===== src/rtl/product_accumulator.sv =====
// product_accumulator: sums frames of N_TERMS unsigned 8-bit products behind valid/ready handshakes with sticky wrap flag.
module product_accumulator #(
  parameter int N_TERMS = 4,
  parameter int ACC_W = 12
) (
  input  logic             clk,
  input  logic             rst,
  input  logic             clr,
  input  logic             in_valid,
  output logic             in_ready,
  input  logic [7:0]       in_product,
  output logic             out_valid,
  input  logic             out_ready,
  output logic [ACC_W-1:0] acc_out,
  output logic             overflow
);
  localparam int CW = $clog2(N_TERMS + 1);
  typedef enum logic {ACCUM, DONE} state_t;
  state_t state, state_n;
  logic [CW-1:0] cnt, cnt_n, cnt_b;
  logic [ACC_W-1:0] acc, acc_n, acc_b;
  logic [ACC_W:0] sum;
  logic ovf, ovf_n, ovf_b, beat, hs, last;
  assign in_ready = (state == ACCUM) ? 1'b1 : out_ready;
  assign out_valid = (state == DONE);
  assign acc_out = acc;
  assign overflow = ovf;
  assign beat = in_valid && in_ready;
  assign hs = out_valid && out_ready;
  // A completed handshake empties the frame first, so a simultaneous beat opens the next one.
  always_comb begin
    acc_b = hs ? '0 : acc;
    ovf_b = hs ? 1'b0 : ovf;
    cnt_b = hs ? '0 : cnt;
    sum = {1'b0, acc_b} + {{(ACC_W-7){1'b0}}, in_product};
    last = (cnt_b == CW'(N_TERMS - 1));
    state_n = beat ? (last ? DONE : ACCUM) : (hs ? ACCUM : state);
    acc_n = beat ? sum[ACC_W-1:0] : acc_b;
    ovf_n = beat ? (ovf_b | sum[ACC_W]) : ovf_b;
    cnt_n = beat ? (last ? '0 : cnt_b + CW'(1)) : cnt_b;
  end
  always_ff @(posedge clk) begin
    if (rst || clr) begin
      state <= ACCUM;
      cnt <= '0;
      acc <= '0;
      ovf <= 1'b0;
    end else begin
      state <= state_n;
      cnt <= cnt_n;
      acc <= acc_n;
      ovf <= ovf_n;
    end
  end
endmodule


===== config.mk =====
export PLATFORM = sky130hd
export DESIGN_NAME = product_accumulator
export DESIGN_NICKNAME = d
export VERILOG_FILES = /design/src/rtl/product_accumulator.sv
export SDC_FILE = /design/constraint.sdc
export NUM_CORES = 1
export LEC_CHECK = 0
export BUFFER_PORTS_ARGS = -buffer_cell sky130_fd_sc_hd__buf_4
export CAP_MARGIN = 20
export CORE_MARGIN = 5
export CORE_UTILIZATION = 45
export DETAILED_ROUTE_END_ITERATION = 7
export PLACE_DENSITY = 0.69
export SLEW_MARGIN = 20
export SYNTH_ARGS = -nofsm -noshare
export SYNTH_HDL_FRONTEND = slang
export SYNTH_SLANG_ARGS = --single-unit

===== constraint.sdc =====
create_clock -name clk -period 2.65 [get_ports clk]
set_input_delay 0.1325 -clock clk [delete_from_list [all_inputs] [get_ports clk]]
set_output_delay 0.1325 -clock clk [all_outputs]
set_load 0.005 [all_outputs]

[Yosys cells after proc, flatten, opt, wreduce, memory -nomap -nowiden]
Cells that the tools add are included.
Word-level totals
  register bits after elaboration: 17
  input port bits: 13
  word-level logic and storage cells: 23
  output and inout bits: 15
Cells by class
  mux-type cells: 11
  reductions and logical operators: 4
  bitwise gates (word level): 1
  $add $sub $neg: 2
  eq/ne operators: 1
Operators by type and width (number)
  $mux 12: 2
  $add 12x8->13: 1
  $mux 3: 3
  $mux 1: 6
  $add 3x1->3 const B: 1
  $eq 3x2->1 const B: 1
  $logic_and 1x1->1: 2
  $reduce_bool 2->1: 1
  $logic_or 1x1->1: 1
  $or 1x1->1: 1

[Depth between registers and ports, before layout]
Gate-level depths: netlist (run 1).
  depth after elaboration: 5
  depth in mapped cells: 11
  mapped depth without buffers: 10

[Least setup slack after synthesis (run 1)]
Ideal clock, no wire load.
  path type: register to register
  from: register state (netlist: out_valid)
  to: register acc[10] (netlist: acc_out[10])
  data required time: 2.527 ns
  setup time: 0.123 ns
  arrival time: 2.131 ns
  slack: 0.395 ns
  path buffers: 1
  stages on the path, launching flop included: 12
  period minus slack after synthesis: 2.255 ns
  cells stage by stage: dfxtp_1 -> nand2_1 -> clkbuf_1 -> and2_1 -> ha_1 -> inv_1 -> fa_1 -> nor2b_1 -> o2111ai_1 -> a31oi_1 -> o211ai_1 -> mux2i_1
On the way
  word-level cells in the longest chain between the ends: 4
  elaborated cells between the ends (all ways): 6
  classes of those cells: add/sub (1); mux (3); reduce/logical (2)
RTL lines
  from (decl): line 19  | state_t state, state_n;
  from (signal assigned): line 49  | state <= state_n;
  $logic_and 1x1->1: line 29  | assign hs = out_valid && out_ready;
  $mux 12: line 32  | acc_b = hs ? '0 : acc;
  $add 12x8->13: line 35  | sum = {1'b0, acc_b} + {{(ACC_W-7){1'b0}}, in_product};
  $mux 12 *: line 38  | acc_n = beat ? sum[ACC_W-1:0] : acc_b;
  to (signal assigned): line 51  | acc <= acc_n;
  to (decl): line 21  | logic [ACC_W-1:0] acc, acc_n, acc_b;
Mark *: on every way between the ends. The rest lies on a longest branch, timed or not.
A chain may end at the register's enable or synchronous reset.

[Worst setup path after layout (run 1)]
  from: register state (netlist: out_valid)
  to: register acc[7] (netlist: acc_out[7])
Same word-level chain as after synthesis.

==> flow_summary.json, run 1 <==
{
  "status": "finished, final reports clean",
  "die_width_um": 59.4,
  "skew_ps": 5.00,
  "numCtsBuffers": 3,
  "clockBufferDepth": 2,
  "fin_setup_tns_ps": 0,
  "highest_layer": "met4",
  "cts.root.buffer_cell": "clkbuf_4",
  "antenna_found_initial": 0,
  "max_freq_mhz": 432,
  "ys.flop_type": "dfxtp_1",
  "slowest_stage": "dfxtp_1",
  "setup_violations": 0,
  "avgViaCountPerCell": 5.43,
  "worstPathRequired_ps": 2820,
  "fin_nets": 189,
  "critPathCaptureType": "flop",
  "ys_ff_latch": 17,
  "syn_area_per_cell_um2": 7.91,
  "vias": 1058,
  "cap_violations": 0,
  "synth_fp_nets": 162,
  "path_max_fanout": 14,
  "cts.sink_count": 17,
  "grt_pass1_vias": 953,
  "wl_per_cell_um": 13.0,
  "post_cts_buffers": 0,
  "hold_path_class": "input port to flop",
  "finalPower_w": 0.000517,
  "io_buffers": 27,
  "core-area_um2": 2410,
  "antenna_cells": 0,
  "first_pass_iters": 4,
  "synth_edf_count": 0,
  "cts_hold_buf": 0,
  "rsz0062_at_grt": "no",
  "wl_met1_mm": 1.18,
  "p_per_area_nw_per_um2": 382,
  "grt_start_max_net_pins": 16,
  "cts_max_level": 1,
  "hold_viol_final": 0,
  "dr.first_iter.drc_count": 34,
  "worst_slack_ps": 336,
  "drv_slew": 0,
  "final_cell_mix": "buf_4, nand2_1, dfxtp_1, a21oi_1, and2_1",
  "fp.dieH_um": 59.4,
  "peakVddDrop_v": 0.000364,
  "finalWirelength_mm": 2.54,
  "drive_above_1_share_pct": 21.8,
  "grt_pass1_wl_mm": 4.26,
  "yosysSeqAreaShare_pct": 30.9,
  "worstPathCellList": "nand2_2 > and2_1 > ha_1 > a21oi_1 > o211ai_4 > o31ai_1 > xor2_1 > o22ai_1",
  "critPathMaxStageDelay_ps": 430,
  "syn-cell-area_um2": 1100,
  "dieArea_um2": 3530,
  "rrSetupSlack_ps": 340,
  "crit_start": "out_valid",
  "clk_pin_slew_ps": 110,
  "layout_commonest_cell": "buf_4",
  "criticalPathCategory": "flop to flop",
  "fin_crit_sh_pct": 87.3,
  "synthCells": 139,
  "fill_cells": 226,
  "area_growth_pct": 22.9,
  "io-pin-count": 28,
  "worstPathArrival_ps": 2480,
  "rows": 18,
  "gp_congestion": 0.829,
  "synth_cell_type_count": 36,
  "cp-start-kind": "flop",
  "wl_met2_mm": 1.20,
  "fin_crit_ps": 2310,
  "hold_start": "rst",
  "grt.total_usage_pct": 15.4,
  "finalNonFillerCells": 195,
  "drcViolationCount": 0,
  "power_leakage_nw": 0.597,
  "utilization_pct": 56.1,
  "initial_utilization_pct": 45.6,
  "synthArstFlopShare_pct": 0,
  "grt.overflow.total": 0,
  "worst_slew_pin_slew_ps": 552,
  "ant_nets": 0,
  "max_slew_margin_pct": 63.2,
  "clkLatencyLatePin_ps": 300,
  "placedCellCount": 191,
  "preCtsSetupSlack_ps": 219,
  "cts_tree": "done",
  "regToRegStartpoint": "out_valid",
  "dr_wl_met3_um": 136,
  "dp_hpwl_mm": 1.98,
  "ys_warn_count": 0
}
[synthesized netlist by cell type (2+ instances only)]
cell type	number	area, um2
nand2_1	24	90.1
nor2_1	8	30.0
nor3_1	2	10.0
clkbuf_1	5	18.8
ha_1	9	113
a21oi_1	11	55.1
and2_1	10	62.6
o21ai_0	5	25.0
nand2b_1	4	25.0
o22ai_1	4	25.0
dfxtp_1	17	340
nor2b_1	2	12.5
nand4_1	3	18.8
inv_1	4	15.0
mux2i_1	2	20.0
xnor2_1	5	43.8
nand3_1	5	25.0
[stage by stage]
stage                     instance area, um2  hold WS (ps)
after floorplan                         1100           320
after detailed placement                1320           425
after CTS                               1350           127
after global routing                    1350           160
after global placement                  1320           425
final                                   1350           134
[cells by family (layout without fill, tap and decap cells)]
| family | count (synthesis) | after routing | synth area share (%) |
|---|---|---|---|
| AND/OR/NAND/NOR | 63 | 63 | 28.3 |
| AO/OA/AOI/OAI | 31 | 31 | 18.7 |
| flip-flops | 17 | 17 | 30.9 |
| adder cells (fa/ha/maj) | 10 | 10 | 12.1 |
| buffers and inverters | 10 | 36 | 3.41 |
| XOR/XNOR | 6 | 6 | 4.78 |
| multiplexers | 2 | 2 | 1.82 |
[power by group]
group	internal, W	switching [W]
clock network	0.0000563	0.0000884
logic	0.0000499	0.0000573
registers	0.000262	0.00000289
total	0.000368	0.000149
[worst max-delay path: cells and delay by family (launching register included)]
kind,cells,cell delay (ps)
adders and majority gates,1,340
and+or+nand+nor,2,430
AOI/OAI and AO/OA,4,790
DFF,1,430
xor gates and xnor gates,1,200
[repair_timing]
item | 4_1_cts | 5_1_grt
gates resized for setup | 0 | 1
endpoints found under the hold margin | 0 | 0
setup endpoints to repair | 0 | 5
[final timing paths]
path,to,cells after the start
worst max register to register,acc_out[7],8
worst min-delay path,acc_out[10],4
worst min register to register,cnt[2],2
worst max-delay path,acc_out[7],8
[sequential cells by signal, indices dropped and copies added, names as in the netlist]
| name | cells |
|---|---|
| acc_out | 12 |
| cnt | 3 |
| overflow | 1 |
| out_valid | 1 |
[final cells by class]
class,instances,area [um2],area share [%]
Clock inverter,1,5.00,0.370
Tap cell,30,37.5,2.78
Timing Repair Buffer,27,203,15.0
Clock buffer,3,22.5,1.67
Sequential cell,17,340,25.2
Inverter,5,18.8,1.39
Multi-Input combinational cell,112,724,53.6
[routing by layer]
metal	vias up	GRT usage, %
met3	2	3.05
met5	-	0
met4	0	4.85
met2	22	25.6
li1	543	-
met1	491	19.9
Note: power is estimated with default switching activity, not from simulation.
==> run 2, diff against run 1 <==
--- a/config.mk
+++ b/config.mk
@@ -7,10 +7,13 @@
 export LEC_CHECK = 0
 export BUFFER_PORTS_ARGS = -buffer_cell sky130_fd_sc_hd__buf_4
 export CAP_MARGIN = 20
+export CELL_PAD_IN_SITES_DETAIL_PLACEMENT = 1
+export CELL_PAD_IN_SITES_GLOBAL_PLACEMENT = 1
 export CORE_MARGIN = 5
-export CORE_UTILIZATION = 45
+export CORE_UTILIZATION = 39
+export CTS_BUF_LIST = sky130_fd_sc_hd__clkbuf_4
 export DETAILED_ROUTE_END_ITERATION = 7
-export PLACE_DENSITY = 0.69
+export PLACE_DENSITY_LB_ADDON = 0.1
 export SLEW_MARGIN = 20
 export SYNTH_ARGS = -nofsm -noshare
 export SYNTH_HDL_FRONTEND = slang
==> run 2 against run 1 <==
Compared with the run above: fmax rose by 0.14%; register-to-register slack barely moved; clock-buffer cell count did not move; worst setup slack improved by 3.2 ps; power rose by 0.19%; combinational power barely moved; routed wire length rose by 7.9%; die area rose by 13%; core utilization fell by 6.6 points; largest power group unchanged.
==> flow_summary.json, run 2 (synthesized netlist as in run 1, its figures left out) <==
{
  "status": "finished, final reports clean",
  "grt_pass1_vias": 1132,
  "cts_tree": "done",
  "clockBufferDepth": 2,
  "grt.total_usage_pct": 14.6,
  "hold_viol_final": 0,
  "path_buf_inv": 1,
  "drv_slew": 0,
  "grt_start_max_net_pins": 16,
  "max_slew_margin_pct": 60.0,
  "first_pass_iters": 4,
  "ant_nets": 0,
  "worstPathArrival_ps": 2470,
  "switchingPower_w": 0.000149,
  "cts_max_level": 1,
  "largest_reg_flops": 12,
  "cp-start-kind": "flop",
  "worstPathRequired_ps": 2810,
  "worst_slew_pin_slew_ps": 600,
  "multi_input_area_um2": 724,
  "path_max_fanout": 14,
  "fin_crit_ps": 2310,
  "fin_nets": 189,
  "cap_violations": 0,
  "power_leakage_nw": 0.597,
  "layout_commonest_cell": "buf_4",
  "max_freq_mhz": 433,
  "dp_hpwl_mm": 2.21,
  "seq_area_um2": 340,
  "fin_crit_sh_pct": 87.2,
  "criticalPathCategory": "flop to flop",
  "rrSetupSlack_ps": 340,
  "critPathCaptureType": "flop",
  "sequentialPowerShare_pct": 51.1,
  "antenna_cells": 0,
  "initial_utilization_pct": 40.2,
  "swShare_pct": 28.9,
  "p_comb_share_pct": 21.0,
  "final_cell_mix": "buf_4, nand2_1, dfxtp_1, a21oi_1, and2_1",
  "fill_cells": 346,
  "cts.root.buffer_cell": "clkbuf_4",
  "dieArea_um2": 3980,
  "post_cts_buffers": 0,
  "die_width_um": 63.1,
  "critPathMaxStageDelay_ps": 370,
  "regToRegEndpoint": "acc_out[6]",
  "dr.first_iter.drc_count": 57,
  "hold_start": "rst",
  "peakVddDrop_v": 0.000231,
  "skew_ps": 1.24,
  "rsz0062_at_grt": "no",
  "fp.dieH_um": 63.1,
  "hold_path_end": "acc_out[10]",
  "vias": 1034,
  "fin_setup_tns_ps": 0,
  "io-pin-count": 28,
  "drcViolationCount": 0,
  "worst_slack_ps": 340,
  "grt.overflow.total": 0,
  "area_growth_pct": 23.0,
  "numCtsBuffers": 3,
  "core-area_um2": 2730,
  "holdPathStages": 4,
  "io_buffers": 27,
  "setup_violations": 0,
  "clkLatencyLatePin_ps": 290,
  "preCtsSetupSlack_ps": 185,
  "p_per_area_nw_per_um2": 383,
  "reg2reg_depth": 10,
  "finalPower_w": 0.000518,
  "clk_pin_slew_ps": 110,
  "antenna_found_initial": 0,
  "grt_pass1_wl_mm": 4.90,
  "wl_per_cell_um": 14.0,
  "intPower_w": 0.000368,
  "rows": 19,
  "slowest_stage": "dfxtp_1",
  "finalWirelength_mm": 2.74,
  "gp_congestion": 0.770,
  "cp_top_family": "simple AND/OR/NAND/NOR gates",
  "cts.sink_count": 17,
  "worstPathCellList": "nand2_2 > and2_1 > ha_1 > inv_1 > fa_1 > nor2b_1 > o2111ai_1 > nand3_1 > mux2i_1 > o21ai_0",
  "p_clk_share_pct": 27.9,
  "hold_path_class": "input port to flop",
  "drive_above_1_share_pct": 21.8,
  "avgViaCountPerCell": 5.28,
  "regToRegStartpoint": "out_valid"
}
run 2: cell counts in the layout (fill, tap and decap cells not counted):
Identical to the previous run, type by type.
run 2: worst max path at each step:
stage                    from     endpoint  depth (start not counted)  slack (ps)
floorplan           out_valid  acc_out[10]                         11         400
global placement    out_valid   acc_out[6]                         10         250
detailed placement  out_valid  acc_out[11]                          8         180
CTS                 out_valid  acc_out[11]                          8         160
global route        out_valid  acc_out[10]                         10          80
finish              out_valid   acc_out[6]                         10         340
run 2: metal layers:
metal	GRT usage [%]	wire (um)	share of wire (%)	vias to the layer above
met5	0	0	0	-
met4	3.18	14	0.51	0
met3	2.49	101	3.7	2
met2	26.7	1350	49	13
met1	17.6	1280	47	483
li1	-	-	-	536
run 2: area by class of cell:
type	instances	area share [%]
clock buffer	3	1.67
clock inverter	1	0.370
inverter	5	1.39
multi-input combinational	112	53.6
sequential	17	25.2
tap	31	2.87
timing repair buffer	27	15.0
run 2: worst register-to-register path: cells and delay by family, from the launching register on:
family	cells	cell delay, ps
AOI/OAI and AO/OA	2	280
adders and majority gates	2	530
buffers and inverters	1	60
DFF	1	370
muxes	1	180
and+or+nand+nor	4	760
run 2: what timing repair did:
item,4_1_cts,5_1_grt
endpoints found under the setup margin,0,5
endpoints found under the hold margin,0,0
hold buffers,0,0
gates resized for setup,0,1
run 2: per-stage QoR:
step           instance area [um2]  cells  hold slack, ps  util, %
2_1_floorplan                 1100    139             320        -
5_1_grt                       1350    196             132     49.5
3_3_place_gp                  1320    192             427     48.4
6_report                      1350    196             134     49.5
4_1_cts                       1350    196             132     49.4
3_5_place_dp                  1320    192             436     48.4
run 2: power groups by stage:
| stage | sequential [W] | combinational [W] | clock (W) |
|---|---|---|---|
| 3_5_place_dp | 0.000270 | 0.000109 | 0 |
| 6_report | 0.000265 | 0.000108 | 0.000145 |
| 3_3_place_gp | 0.000270 | 0.000107 | 0 |
| 2_1_floorplan | 0.000271 | 0.0000693 | 0 |
| 5_1_grt | 0.000266 | 0.000122 | 0.000168 |
| 4_1_cts | 0.000265 | 0.000110 | 0.000151 |
==> run 3, diff against run 2 <==
==> constraint.sdc (replaced) <==
create_clock -name clk -period 2.65 [get_ports clk]
set_input_delay 0.6625 -clock clk [delete_from_list [all_inputs] [get_ports clk]]
set_output_delay 0.6625 -clock clk [all_outputs]
set_load 0.005 [all_outputs]
==> run 3 against run 2 <==
Compared with the run above: non-clock buffer count increased by 4; routed wire length grew 9.0%; power increased by 0.70%; largest cell class unchanged; highest routed layer unchanged; worst setup slack got worse by 120 ps; combinational power about the same; die area is the same; sequential share of layout area shrank 0.50 points; core utilization rose by 1.0 points; flip-flop and latch count did not move; clock skew up 4.4 ps; hold slack improved by 310 ps; critical path type is now input port to flop; critical path depth is 1 higher.
==> flow_summary.json, run 3 (synthesized netlist as in run 1, its figures left out) <==
{
  "status": "finished, final reports clean",
  "whs_ps": 444,
  "sequentialPowerShare_pct": 50.8,
  "cts.sink_count": 17,
  "worstPathArrival_ps": 2620,
  "peakVddDrop_v": 0.000345,
  "io_buffers": 27,
  "cts_hold_buf": 0,
  "setup_violations": 0,
  "cts.root.buffer_cell": "clkbuf_4",
  "hold_start": "cnt[2]",
  "drive_above_1_share_pct": 23.1,
  "fin_crit_sh_pct": 91.8,
  "hold_viol_final": 0,
  "fp.dieH_um": 63.1,
  "intPower_w": 0.000370,
  "crit_start": "out_ready",
  "fin_crit_ps": 2430,
  "max_slew_margin_pct": 70.3,
  "rows": 19,
  "grt.overflow.total": 0,
  "cap_violations": 0,
  "grt_start_max_net_pins": 16,
  "worst_slew_pin_slew_ps": 445,
  "hold_path_class": "flop to flop",
  "grt.total_usage_pct": 15.9,
  "avgViaCountPerCell": 5.34,
  "wl_per_cell_um": 14.9,
  "switchingPower_w": 0.000151,
  "p_per_area_nw_per_um2": 378,
  "criticalPathCategory": "input port to flop",
  "p_clk_share_pct": 27.8,
  "post_cts_buffers": 0,
  "clk_pin_slew_ps": 110,
  "final_cell_mix": "buf_4, nand2_1, dfxtp_1, a21oi_1, and2_1",
  "utilization_pct": 50.5,
  "dp_hpwl_mm": 2.39,
  "layout_commonest_cell": "buf_4",
  "core-area_um2": 2730,
  "drv_slew": 0,
  "worstPathCellList": "buf_4 > nand2_1 > and2_1 > ha_1 > inv_1 > fa_1 > nor2b_1 > o2111ai_1 > a31oi_1 > o211ai_1 > mux2i_1",
  "fin_nets": 193,
  "vias": 1067,
  "largest_reg_flops": 12,
  "io-pin-count": 28,
  "ant_nets": 0,
  "die_width_um": 63.1,
  "finalWirelength_mm": 2.99,
  "dr.first_iter.drc_count": 13,
  "critPathMaxStageDelay_ps": 400,
  "numCtsBuffers": 3,
  "antenna_cells": 0,
  "gp_congestion": 0.868,
  "critPathCaptureType": "flop",
  "p_comb_share_pct": 21.4,
  "cts_max_level": 1,
  "drcViolationCount": 0,
  "clkLatencyLatePin_ps": 300,
  "antenna_found_initial": 0,
  "grt_pass1_wl_mm": 5.13,
  "clockBufferDepth": 2,
  "max_freq_mhz": 411,
  "cp-start-kind": "input port",
  "power_leakage_nw": 0.615,
  "cts_tree": "done",
  "regToRegStartpoint": "out_valid",
  "worstPathRequired_ps": 2840,
  "slowest_stage": "fa_1",
  "skew_ps": 5.63,
  "first_pass_iters": 4,
  "path_max_fanout": 6,
  "grt_pass1_vias": 1193,
  "rsz0062_at_grt": "no",
  "area_growth_pct": 25.5,
  "dieArea_um2": 3980,
  "cts_resized": 0,
  "initial_utilization_pct": 40.2,
  "swShare_pct": 28.9
}
[run 3: cell types whose count changed in the layout (fill, tap and decap cells not counted), sizes merged]
cell  previous run  this run
buf             27        31
[run 3: per-stage QoR]
stage	TNS, ps	cell area (um2)	std cells	worst slack (ps)	total power, W
2_1_floorplan	0	1100	139	83.1	0.000340
4_1_cts	0	1380	200	220	0.000530
3_3_place_gp	-20.9	1350	196	-19.9	0.000379
3_5_place_dp	-200	1350	196	-95.5	0.000383
5_1_grt	0	1380	200	49.5	0.000555
6_report	0	1380	200	218	0.000521
[run 3: power by group through the flow]
stage / registers (W) / clock network [W] / logic, W
2_1_floorplan: 0.000271 / 0 / 0.0000693
3_3_place_gp: 0.000271 / 0 / 0.000108
3_5_place_dp: 0.000271 / 0 / 0.000112
4_1_cts: 0.000265 / 0.000152 / 0.000113
5_1_grt: 0.000266 / 0.000165 / 0.000125
6_report: 0.000265 / 0.000145 / 0.000111
[run 3: final timing paths]
kind / end / slack, ps / cells after the start
min: cnt[2] / 440 / 2
min reg2reg: cnt[2] / 440 / 2
max: acc_out[10] / 220 / 11
max reg2reg: acc_out[11] / 280 / 9
[run 3: critical path: cells and delay by family]
| kind | cells | cell delay (ps) |
|---|---|---|
| AO/OA/AOI/OAI | 3 | 530 |
| multiplexers | 1 | 130 |
| adder cells (fa/ha/maj) | 2 | 580 |
| AND/OR/NAND/NOR | 3 | 530 |
| buffers and inverters | 2 | 180 |
[run 3: cell type report]
| type | instances | area (um2) |
|---|---|---|
| clock buffer | 3 | 22.5 |
| clock inverter | 1 | 5.00 |
| fill | 345 | 1350 |
| inverter | 5 | 18.8 |
| multi-input combinational | 112 | 722 |
| sequential | 17 | 340 |
| tap | 31 | 38.8 |
| timing repair buffer | 31 | 233 |
[run 3: per-layer routing]
metal | vias to the layer above | routed length (um) | track usage (%)
li1 | 541 | - | -
met1 | 502 | 1290 | 18.3
met2 | 18 | 1510 | 26.5
met5 | - | 0 | 0
met3 | 6 | 144 | 5.86
met4 | 0 | 47 | 6.37
